**src/rtl/parking_slot_manager_if.sv**
```systemverilog
`default_nettype none
// ============================================================================
// Module      : parking_slot_manager_if
// Description : Request/response bundle between the gate sensors and the
//               parking slot allocator.
//               Gate side (master) drives: entry, exit, exit_idx
//               Allocator side (slave) drives: free_map, grant_valid,
//               grant_onehot, grant_idx, deny, exit_err, free_count,
//               full, empty, entries_total
// Revision    : 1.0 - initial release
// ============================================================================
interface parking_slot_manager_if #(
  parameter int NUM_SLOTS = 8,
  parameter int IDX_W     = 3,
  parameter int CNT_W     = 16
);
  logic                 entry;
  logic                 exit;
  logic [IDX_W-1:0]     exit_idx;
  logic [NUM_SLOTS-1:0] free_map;
  logic                 grant_valid;
  logic [NUM_SLOTS-1:0] grant_onehot;
  logic [IDX_W-1:0]     grant_idx;
  logic                 deny;
  logic                 exit_err;
  logic [IDX_W:0]       free_count;
  logic                 full;
  logic                 empty;
  logic [CNT_W-1:0]     entries_total;

  modport master (
    output entry, exit, exit_idx,
    input  free_map, grant_valid, grant_onehot, grant_idx, deny, exit_err,
           free_count, full, empty, entries_total
  );

  modport slave (
    input  entry, exit, exit_idx,
    output free_map, grant_valid, grant_onehot, grant_idx, deny, exit_err,
           free_count, full, empty, entries_total
  );
endinterface
`default_nettype wire

```
**src/rtl/parking_slot_manager.sv**
```systemverilog
`default_nettype none
// ============================================================================
// Module      : parking_slot_manager
// Description : Registered slot allocator. Keeps an occupancy map of
//               NUM_SLOTS spaces, grants the lowest-index free slot on each
//               entry request, frees slots on exit by index, and maintains a
//               free-slot counter and a wrapping lifetime entry counter.
// Ports       : clk   - system clock, rising edge
//               reset - asynchronous active-high reset
//               psm   - slave side of parking_slot_manager_if
//                       (requests in; map, pulses and counters out,
//                       all registered)
// Revision    : 1.0 - initial release
// ============================================================================
module parking_slot_manager #(
  parameter int NUM_SLOTS = 8,
  parameter int IDX_W     = 3,
  parameter int CNT_W     = 16
) (
  input  wire logic               clk,
  input  wire logic               reset,
  parking_slot_manager_if.slave   psm
);

  localparam logic [IDX_W:0] C_FULL_COUNT = (IDX_W+1)'(NUM_SLOTS);
  localparam logic [IDX_W:0] C_ONE        = (IDX_W+1)'(1);

  logic [NUM_SLOTS-1:0] free_map_q,      free_map_d;
  logic                 grant_valid_q,   grant_valid_d;
  logic [NUM_SLOTS-1:0] grant_onehot_q,  grant_onehot_d;
  logic [IDX_W-1:0]     grant_idx_q,     grant_idx_d;
  logic                 deny_q,          deny_d;
  logic                 exit_err_q,      exit_err_d;
  logic [IDX_W:0]       free_count_q,    free_count_d;
  logic [CNT_W-1:0]     entries_total_q, entries_total_d;

  logic [NUM_SLOTS-1:0] w_lowest_free;
  logic [IDX_W-1:0]     w_lowest_idx;
  logic                 w_any_free;
  logic [NUM_SLOTS-1:0] w_exit_mask;
  logic                 w_grant;
  logic                 w_exit_ok;

  // Lowest-index free slot, taken from the map as it stands this cycle
  // (before any same-cycle exit is applied).
  always_comb begin
    w_lowest_free = '0;
    w_lowest_idx  = '0;
    w_any_free    = 1'b0;
    for (int i = 0; i < NUM_SLOTS; i++) begin
      if (free_map_q[i] && !w_any_free) begin
        w_any_free       = 1'b1;
        w_lowest_free[i] = 1'b1;
        w_lowest_idx     = IDX_W'(i);
      end
    end
  end

  // Decoding exit_idx against real slot positions only: an out-of-range
  // index yields an empty mask, which makes the range check implicit.
  always_comb begin
    w_exit_mask = '0;
    for (int i = 0; i < NUM_SLOTS; i++) begin
      w_exit_mask[i] = (psm.exit_idx == IDX_W'(i));
    end
  end

  assign w_grant   = psm.entry && w_any_free;
  assign w_exit_ok = psm.exit && (|w_exit_mask) && ((free_map_q & w_exit_mask) == '0);

  always_comb begin
    free_map_d = free_map_q;
    // A grant targets a free slot and a valid exit an occupied one, so the
    // two masks never overlap and can be applied in either order.
    if (w_grant) begin
      free_map_d = free_map_d & ~w_lowest_free;
    end
    if (w_exit_ok) begin
      free_map_d = free_map_d | w_exit_mask;
    end

    free_count_d = free_count_q;
    case ({w_grant, w_exit_ok})
      2'b10:   free_count_d = free_count_q - C_ONE;
      2'b01:   free_count_d = free_count_q + C_ONE;
      default: free_count_d = free_count_q;
    endcase

    entries_total_d = entries_total_q;
    if (w_grant) begin
      entries_total_d = entries_total_q + CNT_W'(1);
    end

    grant_valid_d  = w_grant;
    grant_onehot_d = w_grant ? w_lowest_free : '0;
    grant_idx_d    = w_grant ? w_lowest_idx : '0;
    deny_d         = psm.entry && !w_any_free;
    exit_err_d     = psm.exit && !w_exit_ok;
  end

  always_ff @(posedge clk or posedge reset) begin
    if (reset) begin
      free_map_q      <= '1;
      grant_valid_q   <= 1'b0;
      grant_onehot_q  <= '0;
      grant_idx_q     <= '0;
      deny_q          <= 1'b0;
      exit_err_q      <= 1'b0;
      free_count_q    <= C_FULL_COUNT;
      entries_total_q <= '0;
    end else begin
      free_map_q      <= free_map_d;
      grant_valid_q   <= grant_valid_d;
      grant_onehot_q  <= grant_onehot_d;
      grant_idx_q     <= grant_idx_d;
      deny_q          <= deny_d;
      exit_err_q      <= exit_err_d;
      free_count_q    <= free_count_d;
      entries_total_q <= entries_total_d;
    end
  end

  assign psm.free_map      = free_map_q;
  assign psm.grant_valid   = grant_valid_q;
  assign psm.grant_onehot  = grant_onehot_q;
  assign psm.grant_idx     = grant_idx_q;
  assign psm.deny          = deny_q;
  assign psm.exit_err      = exit_err_q;
  assign psm.free_count    = free_count_q;
  assign psm.full          = (free_count_q == '0);
  assign psm.empty         = (free_count_q == C_FULL_COUNT);
  assign psm.entries_total = entries_total_q;

endmodule
`default_nettype wire

```
**src/flat_wrapper.sv**
```systemverilog
// flat-port wrapper written by rule: the top's interface ports become plain ports
module parking_slot_manager_flat 
#(
  parameter int NUM_SLOTS = 8,
  parameter int IDX_W     = 3,
  parameter int CNT_W     = 16
)
  (clk, reset, psm_entry, psm_exit, psm_exit_idx, psm_free_map, psm_grant_valid, psm_grant_onehot, psm_grant_idx, psm_deny, psm_exit_err, psm_free_count, psm_full, psm_empty, psm_entries_total);
  parking_slot_manager_if #(.NUM_SLOTS(NUM_SLOTS), .IDX_W(IDX_W), .CNT_W(CNT_W)) psm_i ();
  input  wire logic clk;
  input  wire logic reset;
  input wire logic [$bits(psm_i.entry)-1:0] psm_entry;
  input wire logic [$bits(psm_i.exit)-1:0] psm_exit;
  input wire logic [$bits(psm_i.exit_idx)-1:0] psm_exit_idx;
  output wire logic [$bits(psm_i.free_map)-1:0] psm_free_map;
  output wire logic [$bits(psm_i.grant_valid)-1:0] psm_grant_valid;
  output wire logic [$bits(psm_i.grant_onehot)-1:0] psm_grant_onehot;
  output wire logic [$bits(psm_i.grant_idx)-1:0] psm_grant_idx;
  output wire logic [$bits(psm_i.deny)-1:0] psm_deny;
  output wire logic [$bits(psm_i.exit_err)-1:0] psm_exit_err;
  output wire logic [$bits(psm_i.free_count)-1:0] psm_free_count;
  output wire logic [$bits(psm_i.full)-1:0] psm_full;
  output wire logic [$bits(psm_i.empty)-1:0] psm_empty;
  output wire logic [$bits(psm_i.entries_total)-1:0] psm_entries_total;
  assign psm_i.entry = psm_entry;
  assign psm_i.exit = psm_exit;
  assign psm_i.exit_idx = psm_exit_idx;
  assign psm_free_map = psm_i.free_map;
  assign psm_grant_valid = psm_i.grant_valid;
  assign psm_grant_onehot = psm_i.grant_onehot;
  assign psm_grant_idx = psm_i.grant_idx;
  assign psm_deny = psm_i.deny;
  assign psm_exit_err = psm_i.exit_err;
  assign psm_free_count = psm_i.free_count;
  assign psm_full = psm_i.full;
  assign psm_empty = psm_i.empty;
  assign psm_entries_total = psm_i.entries_total;
  parking_slot_manager #(.NUM_SLOTS(NUM_SLOTS), .IDX_W(IDX_W), .CNT_W(CNT_W)) u_core (.clk(clk), .reset(reset), .psm(psm_i));
endmodule
```
**config.mk**
```make
export PLATFORM = sky130hd
export DESIGN_NAME = parking_slot_manager_flat
export DESIGN_NICKNAME = d
export VERILOG_FILES = /design/src/rtl/parking_slot_manager_if.sv /design/src/rtl/parking_slot_manager.sv /design/src/flat_wrapper.sv
export SDC_FILE = /design/constraint.sdc
export NUM_CORES = 1
export LEC_CHECK = 0
export ABC_AREA = 1
export CAP_MARGIN = 20
export CELL_PAD_IN_SITES_DETAIL_PLACEMENT = 1
export CELL_PAD_IN_SITES_GLOBAL_PLACEMENT = 1
export CORE_UTILIZATION = 37
export DETAILED_ROUTE_END_ITERATION = 12
export PLACE_DENSITY = 0.83
export RECOVER_POWER = 50
export SKIP_CTS_REPAIR_TIMING = 1
export SYNTH_ARGS = -nofsm -noshare
export SYNTH_HDL_FRONTEND = slang
export SYNTH_SLANG_ARGS = --single-unit
```
**constraint.sdc**
```tcl
create_clock -name clk -period 2.7 [get_ports clk]
set_input_delay 0.54 -clock clk [delete_from_list [all_inputs] [get_ports clk]]
set_output_delay 0.54 -clock clk [all_outputs]
set_load 0.03 [all_outputs]
```
==> results of run 1 <==
==> state kept, by name, summed over array words and instances (netlist names) <==
| signal | cells |
|---|---|
| u_core.psm.deny | 1 |
| u_core.psm.entries_total | 16 |
| u_core.psm.exit_err | 1 |
| u_core.psm.free_count | 4 |
| u_core.psm.free_map | 8 |
| u_core.psm.grant_idx | 3 |
| u_core.psm.grant_onehot | 8 |
| u_core.psm.grant_valid | 1 |
==> through the flow <==
stage	area [um^2]	utilization [%]	worst slack (ps)
after floorplan	2310	-	297
after global placement	2970	49.8	-29.6
after detailed placement	2970	49.8	-342
after CTS	3050	51.2	-57.3
after global routing	3050	51.2	143
final	3050	51.2	291
==> where the power goes <==
group / switching [mW] / total [mW] / leakage (nW) / internal (mW)
Sequential: 0.213 / 1.05 / 0.536 / 0.837
Clock: 0.219 / 0.398 / 0.0450 / 0.179
Combinational: 0.966 / 1.59 / 0.830 / 0.623
Total: 1.40 / 3.04 / 1.41 / 1.64
==> cells in the final DEF, fill, tap and decap left out, types with 2 or more instances in the layout <==
cell	Yosys	layout
buf_4	0	14
xor2_1	2	2
nor4_1	2	2
dlygate4sd3_1	0	2
dfstp_2	9	9
nor2_1	28	29
o21ai_0	9	8
dlymetal6s2s_1	0	3
nand3_1	32	32
nor3_1	9	9
nand4_1	12	12
clkdlybuf4s50_1	0	45
clkinv_2	0	2
a21oi_1	2	2
inv_1	30	29
nand2_1	92	92
dfrtp_1	33	33
ha_1	4	4
xnor2_1	9	9
clkbuf_8	0	5
nand2_4	2	2
nor2_4	3	2
clkbuf_1	0	2
nor2_2	2	2
==> layer usage <==
metal	vias to the layer above	global-route usage (%)
li1	1072	-
met3	6	3.93
met1	1092	28.2
met5	-	0
met4	0	6.96
met2	43	35.0
==> worst paths after layout <==
| check | from | endpoint | slack (ps) |
|---|---|---|---|
| worst min register to register | u_core.psm.free_map[5] | u_core.psm.free_map[5] | 520 |
| worst max-delay path | u_core.psm.free_count[3] | psm_empty | 290 |
| worst min-delay path | u_core.psm.free_map[5] | u_core.psm.free_map[5] | 520 |
| max in group asynchronous | reset | u_core.psm.entries_total[8] | 1020 |
| min in group asynchronous | reset | u_core.psm.grant_onehot[2] | 1020 |
| worst max register to register | u_core.psm.free_map[0] | u_core.psm.free_count[3] | 310 |
==> final cells by class <==
type / instances / area share [%]
repair buffers: 66 / 20.4
multi-input cells: 213 / 35.1
flip-flops and latches: 42 / 34.9
well taps: 75 / 3.08
clock buffers: 6 / 2.38
clock inverters: 2 / 0.328
inverters: 31 / 3.90
==> worst reg2reg max path, cell delays in order (launching register included) <==
cell,delay [ps]
dfstp_2,410
nor2_1,400
nand2_4,90
nor2_4,120
nand3_4,130
nand2_4,100
ha_1,160
inv_1,70
ha_1,320
nand3_1,80
nand3_1,100
xor2_1,170
nand2_1,60
o21ai_0,90
==> kinds of logic after synthesis <==
group | count (synthesis)
adder cells (fa/ha/maj) | 5
buffers and inverters | 38
AND/OR/NAND/NOR | 184
XOR/XNOR | 11
flip-flops | 42
AO/OA/AOI/OAI | 13
==> cell usage after synthesis <==
cell type / n
and2_1: 1
inv_4: 1
nand2_4: 2
nand3_1: 32
buf_6: 3
nor2_4: 3
nor4_1: 2
inv_1: 30
buf_2: 4
o21a_1: 1
ha_1: 4
nand3_4: 1
xor2_1: 2
dfstp_2: 9
a21oi_1: 2
o21ai_0: 9
dfrtp_1: 33
nor3_1: 9
fa_1: 1
nand2_1: 92
xnor2_1: 9
nor2_2: 2
nor2_1: 28
nand4_1: 12
a21boi_0: 1
==> run_results.csv, run 1 <==
group,metric,value,unit
synthesis,ys_warn_count,0,
min_path,worstHoldPathCells,2,
critical_path,critPathBufInv,2,
cts,cts.sinks,42,
route,drtAntennaViolNets,0,
sta,drv_slew,0,
synthesis,synth_simple_gate_area_share,36.2,%
placement,dpl.cell_count,427,
final_layout,antenna_cells,0,
synthesis,synthAdderAreaFrac,3.04,%
cts,clk_path_buf_depth,2,
synthesis,synth_cell_types,25,
die,rows,28,
final_layout,fin_cells,435,
cts,path_clk_slew,80,ps
route,first_pass_iters,4,
route,met1Wirelength,2960,um
sta,fin_crit,2410,ps
final_layout,seqCellArea,1060,um^2
die,die_w,81.0,um
synthesis,synth.top_cell.area_share,35.8,%
run_status,status,"completed",
synthesis,syn_inst,293,
placement,globalplace.congestion,0.891,
synthesis,synth_compound_area_share,3.04,%
synthesis,synth-xor-area-share,4.18,%
critical_path,slowest_delay,720,ps
cts,h-tree-depth,2,
route,wl_met3,209,um
sta,fin_crit_sh,89.2,%
final_layout,fill_cells,764,
synthesis,syn_area,2310,um^2
min_path,hold_class,"flip-flop to flip-flop",
critical_path,slowest_stage,"clkdlybuf4s50_1",
synthesis,yosysSeqAreaShare,46.0,%
cts,root_buffer,"clkbuf_8",
critical_path,path_depth,3,
grt,grt_use_total,21.3,%
critical_path,cp_top_family,"buffers and inverters",
sta,tns,0,ps
route,wl_per_cell,14.8,um
final_layout,nNetsFinal,371,
route,avgViaCountPerCell,5.09,
grt,grt_pass1_vias,2205,
sta,setup_viol,0,
critical_path,crit_chain,"inv_1, nor4_1, clkdlybuf4s50_1",
cts,clock_latency,300,ps
critical_path,critPathKind,"flip-flop to primary output",
cts,tritoncts,"built",
critical_path,end_kind,"primary output",
run,drv_cap,0,
power,vdd_drop_max,0.521,mV
route,via_count,2213,
synthesis,syn_nets,305,
sta,worst_pin_slew,1060,ps
die,start_util,38.7,%
route,drtIter0Drc,102,
sta,maxSlewHeadroom,29.2,%
route,drt-total-wl,6420,um
critical_path,startpoint_type,"flip-flop",
route,route.top_layer_used,"met4",
grt,grt_pass1_wl,10600,um
sta,hold_viol,0,
sta,rsz0062_at_grt,"false",
die,coreArea,5960,um^2
synthesis,synthMuxAreaShare,0,%
route,drcViolationCount,0,
synthesis,synth.area.top_cells,"dfrtp_1, nand2_1, dfstp_2",
grt,grt_max_degree,43,
cts,numCtsBuffers,5,
sta,holdWs,522,ps
synthesis,avgSynthCellArea,7.87,um^2
power,leakagePower,1.41,nW
placement,hpwl,4780,um
grt,grt_overflow_total,0,
die,fp.dieH,81.0,um
final_layout,multiInputGateArea,1070,um^2
power,power,3.04,mW
sta,fin_skew,9.06,ps
synthesis,yosys.area.top_type,"dfrtp_1",
synthesis,ys_ff_latch,42,
critical_path,worst_ep_required_time,2160,ps
grt,antenna_found_initial,0,
final_layout,synthToLayoutAreaGrowth,32.1,%
synthesis,synth_top_family_by_area,"simple AND/OR/NAND/NOR gates",
die,io_pins,51,
critical_path,critPathMaxFanout,4,
power,power.density,997,nW/um^2
final_layout,drive_gt1_share,11.4,%
placement,port-buffer-count,50,
critical_path,r2r_cells,13,
sta,max_freq,415,MHz
die,design.die.area,6560,um^2
critical_path,crit_arrival,1870,ps
route,wl_met2,3180,um
Note: power is estimated with default switching activity, not from simulation.
==> run 2, diff against run 1 <==
- PLACE_DENSITY: 0.83 -> unset
- PLACE_DENSITY_LB_ADDON: unset -> 0.1
==> run_results.csv, run 2 (synthesized netlist as in run 1, its figures left out) <==
group,metric,value,unit
cts,clk_path_buf_depth,2,
critical_path,end_kind,"primary output",
grt,grt_max_degree,43,
grt,grt_use_total,22.1,%
final_layout,multiInputGateArea,1070,um^2
critical_path,slowest_delay,720,ps
critical_path,critPathBufInv,2,
critical_path,r2r_cells,13,
sta,maxSlewHeadroom,30.7,%
sta,worst_pin_slew,1040,ps
sta,fin_crit,2420,ps
final_layout,synthToLayoutAreaGrowth,33.1,%
final_layout,fill_cells,760,
run,drv_cap,0,
final_layout,final_util,51.6,%
critical_path,startpoint_type,"flip-flop",
power,power.density,995,nW/um^2
critical_path,cp_top_family,"buffers and inverters",
sta,fin_crit_sh,89.7,%
final_layout,finalInstanceArea,3070,um^2
cts,path_clk_slew,80,ps
die,fp.dieH,81.0,um
grt,antenna_found_initial,0,
cts,cts.sinks,42,
critical_path,crit_arrival,1880,ps
sta,rsz0062_at_grt,"false",
critical_path,critPathKind,"flip-flop to primary output",
die,coreArea,5960,um^2
final_layout,layout_common_cells,"nand2_1, clkdlybuf4s50_1, dfrtp_1, nand3_1, inv_1",
die,design.die.area,6560,um^2
route,drtIter0Drc,72,
power,vdd_drop_max,0.551,mV
grt,grt_pass1_wl,10900,um
power,leakagePower,1.42,nW
run_status,status,"completed",
min_path,hold_class,"flip-flop to flip-flop",
sta,drv_slew,0,
final_layout,drive_gt1_share,12.2,%
sta,max_freq,413,MHz
sta,fin_skew,7.93,ps
route,drt-total-wl,6330,um
final_layout,largest_reg_flops,16,
min_path,worstHoldPathCells,2,
placement,globalplace.congestion,0.798,
placement,placed_cell_area,2980,um^2
cts,clock_latency,300,ps
critical_path,crit_chain,"inv_1, nor4_1, clkdlybuf4s50_1",
final_layout,antenna_cells,0,
grt,grt_pass1_vias,2198,
cts,h-tree-depth,2,
critical_path,path_depth,3,
final_layout,nNetsFinal,372,
route,avgViaCountPerCell,4.90,
route,via_count,2135,
critical_path,critPathMaxFanout,4,
sta,setup_viol,0,
final_layout,seqCellArea,1060,um^2
final_layout,final_common_cell,"nand2_1",
critical_path,slowest_stage,"clkdlybuf4s50_1",
route,wl_per_cell,14.5,um
die,io_pins,51,
route,first_pass_iters,4,
route,drtAntennaViolNets,0,
route,drcViolationCount,0,
cts,tritoncts,"built",
sta,hold_viol,0,
die,die_w,81.0,um
placement,port-buffer-count,50,
cts,root_buffer,"clkbuf_8",
die,rows,28,
grt,grt_overflow_total,0,
critical_path,rrSetupSlack,340,ps
cts,numCtsBuffers,5,
die,start_util,38.7,%
critical_path,worst_ep_required_time,2160,ps
placement,hpwl,4710,um
-- run 2: changes by cell type in the layout (fill, tap and decap cells not counted), sizes merged --
cell	previous run	this run
clkinv	2	1
buf	14	15
dlygate4sd3	2	1
clkdlybuf4s50	45	46
clkinvlp	0	1
-- run 2: final timing paths --
path	from	end
worst min register to register	u_core.psm.free_map[3]	u_core.psm.free_map[3]
worst max register to register	u_core.psm.free_map[2]	u_core.psm.free_count[3]
min in group asynchronous	reset	u_core.psm.grant_idx[1]
worst min-delay path	u_core.psm.free_map[3]	u_core.psm.free_map[3]
worst max-delay path	u_core.psm.free_count[3]	psm_empty
max in group asynchronous	reset	u_core.psm.deny
-- run 2: per-layer routing --
metal  GRT usage (%)  vias up  part of all wire [%]
met3            3.71        6                   3.1
met1            30.5     1015                    50
li1                -     1072                     -
met4            6.43        0                   1.2
met5               0        -                     0
met2            35.5       42                    46
-- run 2: tightest hold or removal path, delay by kind of cell (launching register included) --
kind,cells,cell delay (ps)
simple gates,2,110
flops,1,390
-- run 2: power by group --
| part | internal (mW) | switching, mW | leakage [nW] |
|---|---|---|---|
| sequential | 0.833 | 0.219 | 0.536 |
| combinational | 0.618 | 0.956 | 0.834 |
| clock | 0.206 | 0.222 | 0.0472 |
| total | 1.66 | 1.40 | 1.42 |
-- run 2: layout make-up --
| type | count | area share (%) |
|---|---|---|
| clock buffers | 6 | 2.69 |
| clock inverters | 2 | 0.407 |
| inverters | 31 | 3.87 |
| multi-input cells | 213 | 34.8 |
| flip-flops and latches | 42 | 34.6 |
| well taps | 75 | 3.06 |
| repair buffers | 67 | 20.5 |
-- run 2: per-stage QoR --
step                cells  worst slack (ps)  total power [mW]  hold WS (ps)  TNS [ps]
floorplan             293               297              2.06           550         0
global placement      428             -66.0              2.61           488      -127
detailed placement    428              -220              2.67           502      -527
CTS                   436              93.1              3.12           518         0
global route          436               109              3.28           537         0
finish                436               278              3.05           501         0
==> run 3, diff against run 2 <==
- SKIP_CTS_REPAIR_TIMING: 1 -> unset
==> results of run 3 <==
No change in the layout: final DEF, timing and power equal those of run 2.
